[src/rtl/pipeline_trace.sv]
// pipeline_trace: trace capture for the 5-stage MIPS pipeline.
// Every cycle in ARMED/POST, {pc, instr_id, ans_wb} is written into a circular
// buffer. A pc match on trig_pc starts a post-trigger window of POST samples,
// after which the buffer freezes. A host then reads it out oldest-first, one
// 32-bit word per request, in the order pc, instr_id, ans_wb.
// Optional macro TRACE_NOP_FILTER_EN: samples with instr_id == 0 are dropped.
// They advance neither count nor the post counter, and they cannot trigger.
module pipeline_trace #(
  parameter int unsigned DEPTH = 16,
  parameter int unsigned POST  = 8
) (
  input  logic                   clock,
  input  logic                   reset,
  input  logic [31:0]            pc,
  input  logic [31:0]            instr_id,
  input  logic [31:0]            ans_wb,
  input  logic                   arm,
  input  logic [31:0]            trig_pc,
  input  logic                   rd_req,
  output logic [31:0]            rd_data,
  output logic                   rd_valid,
  output logic                   rd_last,
  output logic [1:0]             state,
  output logic [$clog2(DEPTH):0] count
);

  localparam int unsigned AW = $clog2(DEPTH);
  localparam int unsigned CW = AW + 1;

  typedef enum logic [1:0] {
    S_IDLE  = 2'd0,
    S_ARMED = 2'd1,
    S_POST  = 2'd2,
    S_DONE  = 2'd3
  } state_t;

  state_t        state_q, state_d;
  logic [AW-1:0] wr_ptr_q, wr_ptr_d;
  logic [CW-1:0] count_q, count_d;
  logic [CW-1:0] post_q, post_d;
  logic [CW-1:0] rd_ent_q, rd_ent_d;
  logic [1:0]    rd_word_q, rd_word_d;
  logic          rd_end_q, rd_end_d;
  logic [31:0]   rd_data_q, rd_data_d;
  logic          rd_valid_q, rd_valid_d;
  logic          rd_last_q, rd_last_d;
  logic          wr_en;
  logic          keep;
  logic [AW-1:0] oldest;
  logic [AW-1:0] rd_addr;
  logic [95:0]   rd_entry;
  logic [31:0]   rd_word_sel;

  logic [95:0]   mem [DEPTH];

`ifdef TRACE_NOP_FILTER_EN
  assign keep = (instr_id != 32'h0);
`else
  assign keep = 1'b1;
`endif

  // Until the buffer has wrapped, the oldest entry is slot 0.
  assign oldest  = (count_q == CW'(DEPTH)) ? wr_ptr_q : '0;
  assign rd_addr = oldest + rd_ent_q[AW-1:0];

  // Select the word of the current readout entry.
  always_comb begin
    rd_entry = mem[rd_addr];
    case (rd_word_q)
      2'd0:    rd_word_sel = rd_entry[95:64];
      2'd1:    rd_word_sel = rd_entry[63:32];
      default: rd_word_sel = rd_entry[31:0];
    endcase
  end

  // Next-state, capture and readout control; a restart takes priority over everything else.
  always_comb begin
    state_d    = state_q;
    wr_ptr_d   = wr_ptr_q;
    count_d    = count_q;
    post_d     = post_q;
    rd_ent_d   = rd_ent_q;
    rd_word_d  = rd_word_q;
    rd_end_d   = rd_end_q;
    rd_data_d  = rd_data_q;
    rd_valid_d = 1'b0;
    rd_last_d  = 1'b0;
    wr_en      = 1'b0;
    if (arm) begin
      state_d   = S_ARMED;
      wr_ptr_d  = '0;
      count_d   = '0;
      post_d    = '0;
      rd_ent_d  = '0;
      rd_word_d = '0;
      rd_end_d  = 1'b0;
    end else begin
      case (state_q)
        S_ARMED, S_POST: begin
          if (keep) begin
            wr_en    = 1'b1;
            wr_ptr_d = wr_ptr_q + AW'(1);
            if (count_q != CW'(DEPTH)) count_d = count_q + CW'(1);
            if (state_q == S_ARMED) begin
              if (pc == trig_pc) begin
                post_d  = CW'(1);
                state_d = (POST == 1) ? S_DONE : S_POST;
              end
            end else begin
              post_d = post_q + CW'(1);
              if (post_d == CW'(POST)) state_d = S_DONE;
            end
          end
        end
        S_DONE: begin
          if (rd_req && !rd_end_q) begin
            rd_valid_d = 1'b1;
            rd_data_d  = rd_word_sel;
            if (rd_word_q == 2'd2) begin
              rd_word_d = 2'd0;
              rd_ent_d  = rd_ent_q + CW'(1);
              if (rd_ent_q == count_q - CW'(1)) begin
                rd_last_d = 1'b1;
                rd_end_d  = 1'b1;
              end
            end else begin
              rd_word_d = rd_word_q + 2'd1;
            end
          end
        end
        default: ;
      endcase
    end
  end

  // Control and output registers.
  always_ff @(posedge clock) begin
    if (reset) begin
      state_q    <= S_IDLE;
      wr_ptr_q   <= '0;
      count_q    <= '0;
      post_q     <= '0;
      rd_ent_q   <= '0;
      rd_word_q  <= '0;
      rd_end_q   <= 1'b0;
      rd_data_q  <= '0;
      rd_valid_q <= 1'b0;
      rd_last_q  <= 1'b0;
    end else begin
      state_q    <= state_d;
      wr_ptr_q   <= wr_ptr_d;
      count_q    <= count_d;
      post_q     <= post_d;
      rd_ent_q   <= rd_ent_d;
      rd_word_q  <= rd_word_d;
      rd_end_q   <= rd_end_d;
      rd_data_q  <= rd_data_d;
      rd_valid_q <= rd_valid_d;
      rd_last_q  <= rd_last_d;
    end
  end

  // Trace RAM; contents are never cleared.
  always_ff @(posedge clock) begin
    if (wr_en && !reset) mem[wr_ptr_q] <= {pc, instr_id, ans_wb};
  end

  assign rd_data  = rd_data_q;
  assign rd_valid = rd_valid_q;
  assign rd_last  = rd_last_q;
  assign state    = state_q;
  assign count    = count_q;

endmodule

[config.mk]
export PLATFORM = sky130hd
export DESIGN_NAME = pipeline_trace
export DESIGN_NICKNAME = d
export VERILOG_FILES = /design/src/rtl/pipeline_trace.sv
export SDC_FILE = /design/constraint.sdc
export NUM_CORES = 1
export LEC_CHECK = 0
export CORE_MARGIN = 2
export CORE_UTILIZATION = 55
export DETAILED_ROUTE_END_ITERATION = 8
export PLACE_DENSITY_LB_ADDON = 0.1
export SYNTH_ARGS = -nofsm -noshare
export SYNTH_HDL_FRONTEND = slang
export SYNTH_SLANG_ARGS = --single-unit
[constraint.sdc]
create_clock -name clock -period 9.99 [get_ports clock]
set_input_delay 1.998 -clock clock [delete_from_list [all_inputs] [get_ports clock]]
set_output_delay 1.998 -clock clock [all_outputs]
set_load 0.1 [all_outputs]
==> run metrics <==
HPWL Detailed=81500 um; outcome=completed; final wirelength=151000 um; DRC viols=0; Net Count, Synth=3130; num ports=173; vias=30800; fin crit period=5.46 ns; die height=338 um; Core ar.=111000 um2; period utilization=54.7%; largest net degree at the start of global routing=146; Reg2Reg Setup Slack=4.53 ns; Syn. warnings=0; most frequent cells in the layout=1536 x edfxtp_1, 384 x mux4_2, 272 x nand2_1; # Max-Cap Violations=0; layout cells sized above 1=21.3%; Gate Count Post-Synth=2982; antenna viol nets, final=0; Crit path required time=10.59 ns; final instance area=70100 um2; Starting Density=55.5%; # rows=122; Total GRT Usage=26.7%; TritonRoute pass-1 iters=5; Setup violations, final=0; CTS root buf=clkbuf_16; Synth cell types=52; Startpoint Class=flop; Max transition margin=13.4%; max-slew violations=0; Pwr Total=13.4 mW; syn avg cell area=20.6 um2; H-tree levels=4; Port Buffers=172; CTS max path bufs=3; final hold violations=0; vias in the first global route=31500; Die Wd=338 um; unrepaired setup endpoints after global routing=false; Setup crit end kind=flop; VDD IR max=146 uV; Setup TNS=0 ns; Seq/Total Area, Yosys=76.9%; critical path class=flop to flop; global placement routability congestion=0.799; Post-Syn Area=61500 um2; Nets=3348; worst min-delay path class=flop to flop; Via-to-Cell Ratio=6.38; cts-stage hold buffer count=0; DIE AREA=115000 um2; # resized after CTS=0; DRT iter0 DRCs=3540; clk_skew=0.0263 ns; Post-DP Area=65000 um2; most common cell after layout, fill and taps aside=edfxtp_1; Yosys reg bits=1594; Crit Path Max Fanout=105; clk sinks=1594; initial antenna violation count=11; P_leak=21.6 nW; max frequency=0.183 GHz; area delta synth->final=14.0%; GRT Residual Overflow=0; drt wl/cell=31.3 um; CTS tree=built; Worst-Margin Slew=1.30 ns; P per Cell Area=191 nW/um2; CP arrival=6.06 ns; first-pass GRT wire length=220000 um; hold_ws=0.472 ns; Setup Buffers After CTS=0; cts bufs inserted=159; clock latency at the later pin of the worst-skew pair=0.77 ns; Reg clk slew, reported paths=0.06 ns
-- worst paths after layout --
check | start | end | cells past startpoint
hold / removal | rd_end_q | rd_end_q | 1
setup reg to reg | count[0] | rd_data[16] | 13
setup / recovery | count[0] | rd_data[16] | 13
hold reg to reg | rd_end_q | rd_end_q | 1
-- routing by layer --
| layer | share of wire, % | wire (um) | track usage [%] |
|---|---|---|---|
| met5 | 0.027 | 41 | 0 |
| met3 | 8.2 | 12300 | 4.39 |
| met4 | 2.6 | 3910 | 7.81 |
| met1 | 41 | 62600 | 39.6 |
| met2 | 48 | 72100 | 41.5 |
-- layout make-up --
cell class / instances / area [um2]
Fill cell: 7603 / 40700
Timing Repair Buffer: 224 / 2240
Tap cell: 1488 / 1860
Inverter: 10 / 37.5
Antenna cell: 4 / 10.0
Sequential cell: 1594 / 47300
Clock buffer: 227 / 4450
Clock inverter: 68 / 642
Multi-Input combinational cell: 1211 / 13600
-- report_power, final --
part / internal [mW] / switching [mW]
sequential: 7.34 / 0.00586
combinational: 0.0759 / 0.163
clock: 3.39 / 2.44
-- worst max-delay path, cell delays in order, from the launching register on --
cell	delay, ns
dfxtp_1	0.48
inv_1	0.11
ha_1	0.25
nand4bb_4	0.12
nor2_1	0.08
ha_4	0.17
fa_4	0.96
buf_12	0.48
buf_4	0.94
mux4_2	0.42
nand2_1	0.08
nand3_1	0.09
a31oi_1	0.70
a31oi_1	0.17
-- registers in the layout (all words and copies together) (netlist names) --
register and cells:
mem 1536, rd_data 32, count 5, post_q 5
rd_ent_q 5, wr_ptr_q 4, rd_word_q 2, state 2
rd_end_q 1, rd_last 1, rd_valid 1
-- synth_stat cells (all sizes together) --
cell type | number | share of area (%)
ha | 15 | 0.31
nand4bb | 1 | 0.045
clkbuf | 85 | 0.52
a32oi | 16 | 0.23
nand3b | 2 | 0.024
or3 | 3 | 0.039
o21ai | 58 | 0.47
a21oi | 56 | 0.46
buf | 82 | 0.71
o211ai | 17 | 0.21
a21boi | 1 | 0.012
nor2b | 1 | 0.010
mux2i | 48 | 0.78
and3 | 18 | 0.18
and2b | 1 | 0.012
a31oi | 52 | 0.53
nor4 | 8 | 0.081
fa | 1 | 0.033
nand4 | 6 | 0.061
nor3b | 1 | 0.020
a311oi | 1 | 0.014
xnor2 | 9 | 0.13
mux4 | 384 | 14
a21o | 2 | 0.037
o21a | 2 | 0.024
a211o | 17 | 0.24
or2 | 2 | 0.020
inv | 10 | 0.061
nand3 | 99 | 0.81
mux2 | 17 | 0.31
nand4b | 2 | 0.028
a2111oi | 1 | 0.014
o41a | 1 | 0.018
dfxtp | 58 | 1.9
o31a | 1 | 0.014
nand2b | 4 | 0.041
nand2 | 273 | 1.7
xor2 | 39 | 0.56
nor2 | 42 | 0.26
and2 | 2 | 0.024
edfxtp | 1536 | 75
nor3 | 8 | 0.065
-- per-stage QoR --
step / setup slack, ns / util (%) / std cells
after detailed placement: 4.18 / 58.7 / 4527
after global routing: 4.37 / 63.3 / 4823
after floorplan: 0.0810 / - / 2982
after global placement: 4.22 / 58.7 / 4527
final: 4.53 / 63.3 / 4826
after CTS: 4.52 / 63.3 / 4822
-- cell families after synthesis --
kind of cell	after synthesis	share of synthesized area [%]
DFF	1594	76.9
and+or+nand+nor	473	3.39
muxes	449	15.2
AOI/OAI and AO/OA	225	2.27
buffers and inverters	177	1.29
xor gates and xnor gates	48	0.683
adders and majority gates	16	0.338
Power figures use the tool's default switching activity.
